File: config.mk
export PLATFORM = sky130hd
export DESIGN_NAME = mmio_arb2_flat
export DESIGN_NICKNAME = d
export VERILOG_FILES = /design/src/rtl/mmio_arb2_if.sv /design/src/rtl/mmio_arb2.sv /design/src/flat_wrapper.sv
export SDC_FILE = /design/constraint.sdc
export NUM_CORES = 1
export LEC_CHECK = 0
export ABC_AREA = 1
export ABC_CLOCK_PERIOD_IN_PS = 1480
export CORE_MARGIN = 2
export CORE_UTILIZATION = 29
export DETAILED_ROUTE_END_ITERATION = 16
export PLACE_DENSITY = 0.81
export SYNTH_ARGS = -nofsm -noshare
export SYNTH_HDL_FRONTEND = slang
export SYNTH_SLANG_ARGS = --single-unit
File: constraint.sdc
create_clock -name clk -period 1.48 [get_ports clk]
set_clock_uncertainty 0.05 [all_clocks]
set_input_delay 0.296 -clock clk [delete_from_list [all_inputs] [get_ports clk]]
set_output_delay 0.296 -clock clk [all_outputs]
set_load 0.05 [all_outputs]
File: src/rtl/mmio_arb2_if.sv
// Bus bundle for mmio_arb2: two requester channels, their responses, and the
// single downstream MMIO peripheral port.
interface mmio_arb2_if #(
    parameter int ADDR_W = 12
);
    logic [1:0]          req_valid;
    logic [1:0]          req_ready;
    logic [1:0]          req_we;
    logic [1:0]          req_lock;
    logic [2*ADDR_W-1:0] req_addr;
    logic [63:0]         req_wdata;
    logic [7:0]          req_wstrb;

    logic [1:0]          resp_valid;
    logic [1:0]          resp_ready;
    logic [31:0]         resp_rdata;

    logic                mmio_valid;
    logic                mmio_we;
    logic [ADDR_W-1:0]   mmio_addr;
    logic [31:0]         mmio_wdata;
    logic [3:0]          mmio_wstrb;
    logic                mmio_ready;
    logic [31:0]         mmio_rdata;

    // Arbiter side
    modport slave (
        input  req_valid, req_we, req_lock, req_addr, req_wdata, req_wstrb,
        input  resp_ready, mmio_ready, mmio_rdata,
        output req_ready, resp_valid, resp_rdata,
        output mmio_valid, mmio_we, mmio_addr, mmio_wdata, mmio_wstrb
    );

    // Requesters plus peripheral, as seen from outside the arbiter
    modport master (
        output req_valid, req_we, req_lock, req_addr, req_wdata, req_wstrb,
        output resp_ready, mmio_ready, mmio_rdata,
        input  req_ready, resp_valid, resp_rdata,
        input  mmio_valid, mmio_we, mmio_addr, mmio_wdata, mmio_wstrb
    );
endinterface

File: src/rtl/mmio_arb2.sv
// Two-requester round-robin MMIO arbiter, one transaction outstanding.
// Optional grant locking is enabled by defining MMIO_ARB_LOCK_EN.
module mmio_arb2 #(
    parameter int ADDR_W = 12
) (
    input logic        clk,
    input logic        rst_n,
    mmio_arb2_if.slave bus
);

    typedef enum logic [1:0] {
        IDLE = 2'd0,
        CAPT = 2'd1,
        RESP = 2'd2
    } state_t;

    state_t      state_q, state_d;
    logic        rr_q, rr_d;
    logic        gnt_id_q, gnt_id_d;
    logic        we_q, we_d;
    logic [31:0] rdata_q, rdata_d;
    logic        lock_q;
    logic        lock_id_q;

    logic [1:0]  elig;
    logic        win;
    logic        accept;

    // A held lock masks off the other requester entirely
    always_comb begin
        elig = bus.req_valid;
        if (lock_q) begin
            elig = bus.req_valid & (lock_id_q ? 2'b10 : 2'b01);
        end
        win = 1'b0;
        case (elig)
            2'b01:   win = 1'b0;
            2'b10:   win = 1'b1;
            2'b11:   win = rr_q;
            default: win = 1'b0;
        endcase
    end

    // With no eligible requester, win stays 0 so fields follow requester 0
    assign bus.mmio_addr  = win ? bus.req_addr[ADDR_W +: ADDR_W] : bus.req_addr[0 +: ADDR_W];
    assign bus.mmio_wdata = win ? bus.req_wdata[32 +: 32]        : bus.req_wdata[0 +: 32];
    assign bus.mmio_wstrb = win ? bus.req_wstrb[4 +: 4]          : bus.req_wstrb[0 +: 4];
    assign bus.mmio_we    = win ? bus.req_we[1]                  : bus.req_we[0];
    assign bus.resp_rdata = rdata_q;

    always_comb begin
        state_d        = state_q;
        rr_d           = rr_q;
        gnt_id_d       = gnt_id_q;
        we_d           = we_q;
        rdata_d        = rdata_q;
        accept         = 1'b0;
        bus.mmio_valid = 1'b0;
        bus.req_ready  = 2'b00;
        bus.resp_valid = 2'b00;
        case (state_q)
            IDLE: begin
                bus.mmio_valid = |elig;
                if ((|elig) && bus.mmio_ready) begin
                    bus.req_ready = win ? 2'b10 : 2'b01;
                    accept        = 1'b1;
                    state_d       = CAPT;
                    gnt_id_d      = win;
                    we_d          = bus.mmio_we;
                    rr_d          = ~win;
                end
            end
            CAPT: begin
                rdata_d = we_q ? 32'h0 : bus.mmio_rdata;
                state_d = RESP;
            end
            RESP: begin
                bus.resp_valid = gnt_id_q ? 2'b10 : 2'b01;
                if (bus.resp_ready[gnt_id_q]) begin
                    state_d = IDLE;
                end
            end
            default: state_d = IDLE;
        endcase
    end

    always_ff @(posedge clk or negedge rst_n) begin
        if (!rst_n) begin
            state_q  <= IDLE;
            rr_q     <= 1'b0;
            gnt_id_q <= 1'b0;
            we_q     <= 1'b0;
            rdata_q  <= 32'h0;
        end else begin
            state_q  <= state_d;
            rr_q     <= rr_d;
            gnt_id_q <= gnt_id_d;
            we_q     <= we_d;
            rdata_q  <= rdata_d;
        end
    end

`ifdef MMIO_ARB_LOCK_EN
    logic lock_d, lock_id_d;

    // Every accept re-evaluates the lock from the winner's own req_lock bit
    always_comb begin
        lock_d    = lock_q;
        lock_id_d = lock_id_q;
        if (accept) begin
            lock_d    = bus.req_lock[win];
            lock_id_d = win;
        end
    end

    always_ff @(posedge clk or negedge rst_n) begin
        if (!rst_n) begin
            lock_q    <= 1'b0;
            lock_id_q <= 1'b0;
        end else begin
            lock_q    <= lock_d;
            lock_id_q <= lock_id_d;
        end
    end
`else
    logic unused_lock;

    assign lock_q      = 1'b0;
    assign lock_id_q   = 1'b0;
    assign unused_lock = ^{bus.req_lock, accept};
`endif

endmodule
File: src/flat_wrapper.sv
// flat-port wrapper written by rule: the top's interface ports become plain ports
module mmio_arb2_flat 
#(
    parameter int ADDR_W = 12
)
  (clk, rst_n, bus_req_valid, bus_req_we, bus_req_lock, bus_req_addr, bus_req_wdata, bus_req_wstrb, bus_resp_ready, bus_mmio_ready, bus_mmio_rdata, bus_req_ready, bus_resp_valid, bus_resp_rdata, bus_mmio_valid, bus_mmio_we, bus_mmio_addr, bus_mmio_wdata, bus_mmio_wstrb);
  mmio_arb2_if #(.ADDR_W(ADDR_W)) bus_i ();
  input logic clk;
  input logic rst_n;
  input wire logic [$bits(bus_i.req_valid)-1:0] bus_req_valid;
  input wire logic [$bits(bus_i.req_we)-1:0] bus_req_we;
  input wire logic [$bits(bus_i.req_lock)-1:0] bus_req_lock;
  input wire logic [$bits(bus_i.req_addr)-1:0] bus_req_addr;
  input wire logic [$bits(bus_i.req_wdata)-1:0] bus_req_wdata;
  input wire logic [$bits(bus_i.req_wstrb)-1:0] bus_req_wstrb;
  input wire logic [$bits(bus_i.resp_ready)-1:0] bus_resp_ready;
  input wire logic [$bits(bus_i.mmio_ready)-1:0] bus_mmio_ready;
  input wire logic [$bits(bus_i.mmio_rdata)-1:0] bus_mmio_rdata;
  output wire logic [$bits(bus_i.req_ready)-1:0] bus_req_ready;
  output wire logic [$bits(bus_i.resp_valid)-1:0] bus_resp_valid;
  output wire logic [$bits(bus_i.resp_rdata)-1:0] bus_resp_rdata;
  output wire logic [$bits(bus_i.mmio_valid)-1:0] bus_mmio_valid;
  output wire logic [$bits(bus_i.mmio_we)-1:0] bus_mmio_we;
  output wire logic [$bits(bus_i.mmio_addr)-1:0] bus_mmio_addr;
  output wire logic [$bits(bus_i.mmio_wdata)-1:0] bus_mmio_wdata;
  output wire logic [$bits(bus_i.mmio_wstrb)-1:0] bus_mmio_wstrb;
  assign bus_i.req_valid = bus_req_valid;
  assign bus_i.req_we = bus_req_we;
  assign bus_i.req_lock = bus_req_lock;
  assign bus_i.req_addr = bus_req_addr;
  assign bus_i.req_wdata = bus_req_wdata;
  assign bus_i.req_wstrb = bus_req_wstrb;
  assign bus_i.resp_ready = bus_resp_ready;
  assign bus_i.mmio_ready = bus_mmio_ready;
  assign bus_i.mmio_rdata = bus_mmio_rdata;
  assign bus_req_ready = bus_i.req_ready;
  assign bus_resp_valid = bus_i.resp_valid;
  assign bus_resp_rdata = bus_i.resp_rdata;
  assign bus_mmio_valid = bus_i.mmio_valid;
  assign bus_mmio_we = bus_i.mmio_we;
  assign bus_mmio_addr = bus_i.mmio_addr;
  assign bus_mmio_wdata = bus_i.mmio_wdata;
  assign bus_mmio_wstrb = bus_i.mmio_wstrb;
  mmio_arb2 #(.ADDR_W(ADDR_W)) u_core (.clk(clk), .rst_n(rst_n), .bus(bus_i));
endmodule
==> results of run 1 <==
-- cell type report --
| class | count | share of cell area |
|---|---|---|
| Tap cell | 99 | 0.0205 |
| Clock buffer | 5 | 0.0114 |
| Clock inverter | 3 | 0.00352 |
| Timing Repair Buffer | 254 | 0.580 |
| Inverter | 12 | 0.00912 |
| Multi-Input combinational cell | 265 | 0.221 |
| Antenna cell | 1 | 0.000414 |
| Sequential cell | 37 | 0.153 |
-- how the worst max path moves through the flow --
| stage | slack (ns) | startpoint | endpoint | cells past startpoint |
|---|---|---|---|---|
| global route | -0.47 | u_core.rr_q$_DFFE_PN0P_ | bus_mmio_wdata[0] | 9 |
| CTS | -0.38 | u_core.rr_q$_DFFE_PN0P_ | bus_mmio_wdata[9] | 8 |
| global placement | -0.43 | bus_req_valid[0] | bus_mmio_wdata[9] | 7 |
| finish | -0.39 | u_core.rr_q$_DFFE_PN0P_ | bus_mmio_wdata[17] | 9 |
| detailed placement | -0.49 | bus_req_valid[0] | bus_mmio_wdata[9] | 7 |
| floorplan | -0.14 | u_core.state_q[1]$_DFFE_PN0P_ | bus_resp_valid[0] | 4 |
-- sequential cells by signal (all words and copies together) (netlist names) --
signal,cells
u_core.gnt_id_q,1
u_core.state_q,2
u_core.bus.resp_rdata,32
u_core.rr_q,1
u_core.we_q,1
-- cells in the final DEF (no fill, tap or decap) --
cell type	Yosys	routed
dlygate4sd3_1	0	1
clkinv_2	0	1
nor2_1	5	2
nor2_4	1	5
buf_2	9	1
nand2_2	1	86
nand3_1	35	35
buf_6	5	5
buf_4	3	15
buf_12	0	89
o21ai_0	3	3
inv_6	0	1
clkbuf_8	0	5
dlygate4sd2_1	0	2
diode_2	0	1
inv_1	9	4
dfrtp_1	37	37
inv_4	0	1
and2_4	0	1
inv_2	3	6
buf_16	0	4
clkbuf_16	0	2
clkdlybuf4s50_1	0	133
nand2_4	0	4
nand2_1	217	128
nor3_2	0	1
clkinvlp_4	0	1
buf_8	0	2
inv_8	0	1
-- cell families after synthesis --
logic type,after synthesis
buffers and inverters,31
AOI/OAI and AO/OA,3
and+or+nand+nor,262
DFF,37
-- critical path, cell delays in order (launching register included) --
cell and delay [ns]:
dfrtp_1 0.39, inv_2 0.08, nand2_4 0.05, nand2_4 0.09, buf_6 0.12, inv_8 0.05
buf_12 0.15, nand2_2 0.09, nand2_2 0.08, buf_12 0.15
-- power by group through the flow --
stage | Clock, uW | Sequential, uW | Combinational (uW)
final | 722 | 2020 | 8030
after global routing | 778 | 2050 | 8360
after CTS | 738 | 2020 | 7890
after detailed placement | 0 | 2010 | 7440
after global placement | 0 | 1960 | 7320
after floorplan | 0 | 3230 | 2160
-- metal layers --
layer | track usage | part of all wire
met5 | 0 | 0
met4 | 0.131 | 0.054
met3 | 0.0559 | 0.065
met2 | 0.551 | 0.55
met1 | 0.277 | 0.33
-- repair_timing --
| item | 4_1_cts | 5_1_grt |
|---|---|---|
| hold buffers | 1 | 0 |
| endpoints found under the setup margin | 54 | 54 |
| resized for setup | 88 | 26 |
| hold endpoints to repair | 15 | 0 |
| cloned | 4 | 3 |
| pin swaps | 5 | 4 |
| setup buffers | 5 | 1 |
-- per-stage QoR --
stage | instances | TNS, ns
floorplan | 333 | -0.278
global placement | 653 | -20.18
detailed placement | 653 | -22.35
CTS | 671 | -17.81
global route | 675 | -21.72
finish | 676 | -18.28
==> run summary, run 1 <==
Status - complete, but fails checks
Hold Violations, Final - 0
Max Fclk - 533 MHz
Via count - 3267
HP Class - in -> async
Worst hold slack - 0.404 ns
# rows - 31
Gate Count Post-Synth - 333
Async SR Flop Fraction - 1.00
CTS H-tree lvls - 2
Sequential cell area - 926 um^2
Total power - 10800 uW
WS Path Type - reg -> out
DR pass1 iterations - 4
Worst endpoint data arrival time - 1.53 ns
FF-to-FF End - u_core.bus.resp_rdata[7]$_DFFE_PN0N_
Most numerous cell in the Yosys netlist - nand2_1
Tot GR Track Use - 0.280
Least-Margin Pin Slew - 0.371 ns
Clock Latency Late Sink - 0.29 ns
First DRT Iteration DRCs - 124
Startpoint Class - flip-flop
Largest family of logic cells by synthesized area - simple AND/OR/NAND/NOR gates
CTS Sinks - 37
Post-synthesis mux area share - 0
Worst Setup End Kind - output port
Initial antenna violation count - 0
Synthesized cell area - 2160 um^2
Synth Area in Compound Gates - 0.00695
First-pass GRT wire length - 18100 um
Remaining antenna violation count - 0
Setup WS pre-CTS - -0.492 ns
Total wire length - 12100 um
Post-synthesis adder-cell area fraction - 0
Simple-gate share of the synthesized area - 0.483
R2R depth - 6
Synth top area cells - dfrtp_1 (43%), nand2_1 (38%), nand3_1 (8.1%)
Share of Yosys cell area claimed by the top area cell type - 0.428
Final nets - 714
Failing checks - negative setup slack
Fraction of layout cells with a size suffix above 1 - 0.401
P_leak - 0.00288 uW
Worst VDD drop - 0.858 mV
Post-DP HPWL - 8740 um
R2R Setup Slk - 0.12 ns
Worst flop-to-flop path startpoint - u_core.state_q[1]$_DFFE_PN0P_
Worst setup margin - -0.395 ns
PwrDens - 1780 nW/um^2
Die Height - 90.3 um
Setup Viol. Count Final - 54
Root buffer cell - clkbuf_8
Max_slew headroom - 0.753
Switching share of power - 0.482
Max Cap Viol - 0
Part of the Yosys area used for sequential elements - 0.428
Ports - 225
Avg Cell Area, Syn - 6.49 um^2
Area growth, synth to finish - 179%
EDFF count, synth - 0
Post-synthesis cell type count - 16
Placed inst area - 5440 um^2
Die ar. - 8160 um^2
Commonest cells post-synth - nand2_1 (217), dfrtp_1 (37), nand3_1 (35)
Cell-internal power - 5580 uW
Vias in the first global route - 3549
Seq pwr share - 0.187
Period utilization - 1.27
Synth Warn # - 0
Core area - 7250 um^2
Remaining global-route overflow - 0
# DRC - 0
Post-synthesis xor/xnor area fraction - 0
Via-per-instance ratio - 4.83
Final min period - 1.87 ns
RePlAce Congestion - 0.882
Filler cells - 415
Area of the multi-input gates - 1340 um^2
Worst-path clk slew - 0.08 ns
#FFs+latches synth - 37
Largest net degree at the start of global routing - 33
Main synth FF type - dfrtp_1
CTS tree - built
Clk pwr share - 0.067
DIE WIDTH - 90.3 um
Buffers on Ports - 222
Switching power - 5190 uW
Wirelength per Cell - 18.0 um
Critical-path maximum fanout - 13
RSZ-0062 raised after global routing - yes
Final instance area - 6040 um^2
TritonCTS buffer count - 5
Leading area contributor after synthesis - dfrtp_1
Combinational fraction of design power - 0.746
Synthesized Nets - 472
Maximum root-to-sink buffer count - 2
CP required - 1.13 ns
Initial core utilization - 0.298
Final slew viol count - 0
Fin util - 0.833
Power figures use the tool's default switching activity.
==> run 2: changes to the inputs <==
- CORE_AREA: unset -> 2 2 87 89
- CORE_MARGIN: 2 -> unset
- CORE_UTILIZATION: 29 -> unset
- DIE_AREA: unset -> 0 0 89 91
- DONT_BUFFER_PORTS: unset -> 1
- PLACE_DENSITY: 0.81 -> unset
==> run 2 against run 1 <==
- the run still ends with negative setup slack left
- final cell count down 27%
- combinational power down 50%
- first-iteration DRC count fell by 13%
- non-clock buffer count down 180
- largest power group unchanged
==> run summary, run 2 (synthesis results as in run 1) <==
Status - complete, but fails checks (unchanged)
Failing checks - negative setup slack (unchanged)
WS Path Type - reg -> out (unchanged)
Setup WS pre-CTS - -0.0511 ns (was -0.492 ns)
PwrDens - 2120 nW/um^2 (was 1780 nW/um^2)
Final nets - 534 (was 714)
Buffers on Ports - 0 (was 222)
Core area - 7140 um^2 (was 7250 um^2)
Total wire length - 8390 um (was 12100 um)
Least-Margin Pin Slew - 0.514 ns (was 0.371 ns)
Area growth, synth to finish - 75.7% (was 179%)
CTS H-tree lvls - 2 (unchanged)
Worst VDD drop - 0.769 mV (was 0.858 mV)
First DRT Iteration DRCs - 108 (was 124)
First-pass GRT wire length - 11600 um (was 18100 um)
Setup TNS Final - -13.07 ns (was -18.28 ns)
CTS tree - built (unchanged)
Filler cells - 656 (was 415)
Clock Latency Late Sink - 0.28 ns (was 0.29 ns)
Worst setup margin - -0.300 ns (was -0.395 ns)
Max Fclk - 562 MHz (was 533 MHz)
DIE WIDTH - 89 um (was 90.3 um)
Max Cap Viol - 0 (unchanged)
Final cell count without fillers - 495 (was 676)
CP required - 1.13 ns (about the same)
Post-DP HPWL - 5950 um (was 8740 um)
Worst-path clk slew - 0.08 ns (about the same)
Worst Setup End Kind - output port (unchanged)
Critical-path maximum fanout - 5 (was 13)
RSZ-0062 raised after global routing - yes (unchanged)
Tot GR Track Use - 0.185 (was 0.280)
Ports - 225 (unchanged)
Hold Violations, Final - 0 (unchanged)
HP Class - in -> reg (was in -> async)
Die Height - 91 um (was 90.3 um)
P_leak - 0.00196 uW (was 0.00288 uW)
Initial core utilization - 0.303 (was 0.298)
Fraction of layout cells with a size suffix above 1 - 0.442 (was 0.401)
Maximum root-to-sink buffer count - 2 (unchanged)
Final slew viol count - 0 (unchanged)
Initial antenna violation count - 0 (unchanged)
Commonest cells after routing, fill and taps aside - nand2_1 (139), nand2_2 (65), buf_12 (43) (was clkdlybuf4s50_1 (133), nand2_1 (128), buf_12 (89))
Remaining antenna violation count - 0 (unchanged)
Startpoint Class - flip-flop (unchanged)
Commonest non-fill, non-tap cell in the layout - nand2_1 (was clkdlybuf4s50_1)
Worst endpoint data arrival time - 1.43 ns (was 1.53 ns)
Max reg flops - 32 (unchanged)
Ant diodes - 0 (was 1)
Via count - 2422 (was 3267)
Largest net degree at the start of global routing - 38 (was 33)
Period utilization - 1.20 (was 1.27)
Root buffer cell - clkbuf_8 (unchanged)
TritonCTS buffer count - 5 (unchanged)
Worst hold slack - 0.0925 ns (was 0.404 ns)
RePlAce Congestion - 0.771 (was 0.882)
DP Cell Count - 472 (was 653)
Area of the multi-input gates - 1360 um^2 (was 1340 um^2)
Final min period - 1.78 ns (was 1.87 ns)
Wirelength per Cell - 16.9 um (was 18.0 um)
CTS Sinks - 37 (unchanged)
Setup Viol. Count Final - 54 (unchanged)
Via-per-instance ratio - 4.89 (was 4.83)
DR pass1 iterations - 4 (unchanged)
Vias in the first global route - 2369 (was 3549)
# DRC - 0 (unchanged)
Remaining global-route overflow - 0 (unchanged)
Max_slew headroom - 0.657 (was 0.753)
Die ar. - 8100 um^2 (was 8160 um^2)
# rows - 31 (unchanged)
Sequential cell area - 926 um^2 (unchanged)
[run 2: what timing repair did]
item / in CTS / in global routing
pin swaps: 13 / 29
hold buffers: 2 / 0
setup endpoints to repair: 54 / 54
gates resized for setup: 85 / 32
gates cloned: 4 / 2
buffers inserted: 5 / 3
hold endpoints to repair: 37 / 0
[run 2: path summary, 6_finish.rpt]
| check | cells past startpoint | slack (ns) | to | from |
|---|---|---|---|---|
| min in group asynchronous | 2 | 0.42 | u_core.bus.resp_rdata[27]$_DFFE_PN0N_ | rst_n |
| setup / recovery | 8 | -0.30 | bus_mmio_wdata[17] | u_core.rr_q$_DFFE_PN0P_ |
| max in group asynchronous | 2 | 0.76 | u_core.bus.resp_rdata[8]$_DFFE_PN0N_ | rst_n |
| setup reg to reg | 6 | 0.12 | u_core.bus.resp_rdata[8]$_DFFE_PN0N_ | u_core.state_q[1]$_DFFE_PN0P_ |
| hold / removal | 2 | 0.09 | u_core.bus.resp_rdata[18]$_DFFE_PN0N_ | bus_mmio_rdata[18] |
| hold reg to reg | 2 | 0.50 | u_core.we_q$_DFFE_PN0P_ | u_core.we_q$_DFFE_PN0P_ |
[run 2: report_power, final]
group / internal [uW] / switching [uW]
Sequential: 1460 / 1830
Clock: 334 / 374
Combinational: 1650 / 2390
Total: 3450 / 4590
[run 2: metrics by stage]
stage	instance area [um^2]	utilization	total power, uW
3_3_place_gp	3150	0.442	6620
5_1_grt	3800	0.532	8450
6_report	3800	0.532	8040
2_1_floorplan	2190	-	5390
4_1_cts	3640	0.511	7900
3_5_place_dp	3150	0.442	6730
[run 2: final cells by class]
class,count,share of cell area
flip-flops and latches,37,0.244
inverters,12,0.0125
clock inverters,3,0.00593
clock buffers,5,0.0181
repair buffers,74,0.328
well taps,99,0.0326
multi-input cells,265,0.359
[run 2: worst max-delay path, cell delays in order (launching register included)]
cell       delay (ns)
dfrtp_1          0.38
inv_2            0.07
nand2_4          0.07
nand2_8          0.08
buf_12           0.14
clkbuf_16        0.14
nand2_1          0.06
nand2_2          0.08
buf_12           0.13
[run 2: per-layer routing]
layer	part of all wire	wire, um	track usage	vias to the layer above
met1	0.33	2790	0.187	1150
met3	0.088	737	0.0518	6
met4	0.0079	66	0.0460	0
li1	-	-	-	1139
met2	0.57	4800	0.361	127
met5	0	0	0	-
==> edit, RTL diff (config.mk and constraints of run 1) <==
Add a define of `MMIO_ARB_LOCK_EN`.
--- a/src/rtl/mmio_arb2.sv
+++ b/src/rtl/mmio_arb2.sv
@@ -1,4 +1,6 @@
 // Two-requester round-robin MMIO arbiter, one transaction outstanding.
 // Optional grant locking is enabled by defining MMIO_ARB_LOCK_EN.
+`define MMIO_ARB_LOCK_EN
+
 module mmio_arb2 #(
     parameter int ADDR_W = 12
Check against the original RTL: not equivalent (a bounded check fails within 4 cycles, from zero or initial values and one cycle with rst_n low).
==> edit against run 1 <==
  * The run still ends with negative setup slack left
  * Sequential cell count rose by 1
  * Worst hold slack got worse by 0.024 ns
  * Critical path type unchanged
  * Design area is 11% higher
  * First-iteration DRC count grew 110%
  * Synthesized area grew 1.7%
  * Power is 34% higher
  * Via count is 12% higher
  * Count of clock-buffer cells in the layout did not move
  * Wire length is 28% higher
  * Combinational power rose by 38%
  * Clock power rose by 51%
  * Worst setup slack worse by 0.25 ns
==> edit: results (changes against run 1) <==
metric,value,unit,change
syn nets,483,,+2.3%
GRT Overall Usage,0.3101,,+0.03014
largest net degree at the start of global routing,28,,-15%
worst r2r src,u_core.lock_id_q,,
Routed WL per cell,22.15,um,+23%
Filler Cells Inserted,272,,-34%
commonest cells in the netlist,"226 x nand2_1, 38 x dfrtp_1, 35 x nand3_1",,
worst reg2reg path depth,10,,+4
share of cells above drive strength 1,0.4224,,+0.02133
final net count,737,,+3.2%
Setup WS pre-CTS,-0.5659,ns,-0.07348 ns
"slowest stage delay, CP",0.45,ns,+0.06 ns
status,"complete, but fails checks",,
initial antenna violation count,1,,+1
Worst setup endpoint,bus_mmio_wstrb[3],,
largest cells by area after synthesis,"dfrtp_1 43%, nand2_1 39%, nand3_1 8.0%, clkbuf_1 2.2%, nor2_1 1.7%",,
vias in the first global route,3750,,+5.7%
logic gate share of total power,0.774,,+0.028
# Post-CTS Setup Buffers,6,,+1
Switching Power,7.057,mW,+36%
Placer Congestion,0.8947,,+1.4%
DRC viols,0,,unchanged
WP data arrival,1.78,ns,+0.25 ns
compound-gate portion of the synthesized area,0.01538,,+0.008427
RR Endpoint,u_core.lock_q,,
Via Count,3675,,+12%
Finish-stage setup viols,58,,+7.4%
drt pass-1 iters,5,,+1
hpwl dp,9.181,mm,+5.1%
peak supply drop,1.151,mV,+34%
Area after DPL,0.005809,mm^2,+6.9%
Clock power frac,0.075,,+0.008
drt first-iter violations,263,,+110%
worst setup margin,-0.6444,ns,-0.2498 ns
Worst R2R Setup Slack,-0.18,ns,-0.30 ns
Port Buf Inserts,224,,+0.90%
failing checks,negative setup slack,,
CTS resizes,47,,-47%
## edit: layout make-up
type                       count  area, um^2  area share
antenna                        1       2.502   0.0003747
clock buffer                   5       68.82     0.01031
clock inverter                 3       68.82     0.01031
inverter                       8       37.54    0.005621
multi-input combinational    279        1707      0.2556
sequential                    38       952.2      0.1426
tap                           99       123.9     0.01855
timing repair buffer         266        3717      0.5567
## edit: metrics by stage
stage	std cells	setup TNS [ns]	hold slack (ns)
2_1_floorplan	344	-6.833	-0.04959
3_3_place_gp	669	-26.55	0.1636
3_5_place_dp	669	-28.12	0.1664
4_1_cts	688	-28.40	0.3806
5_1_grt	699	-35.47	0.3954
6_report	699	-32.65	0.3801
## edit: routing by layer
layer  global-route usage  vias to the layer above  wire length (um)
li1                     -                     1561                 -
met5                    0                        -                 0
met3              0.07220                       60              1213
met1               0.3169                     1791              5024
met2               0.6056                      263              8589
met4               0.1124                        0               656
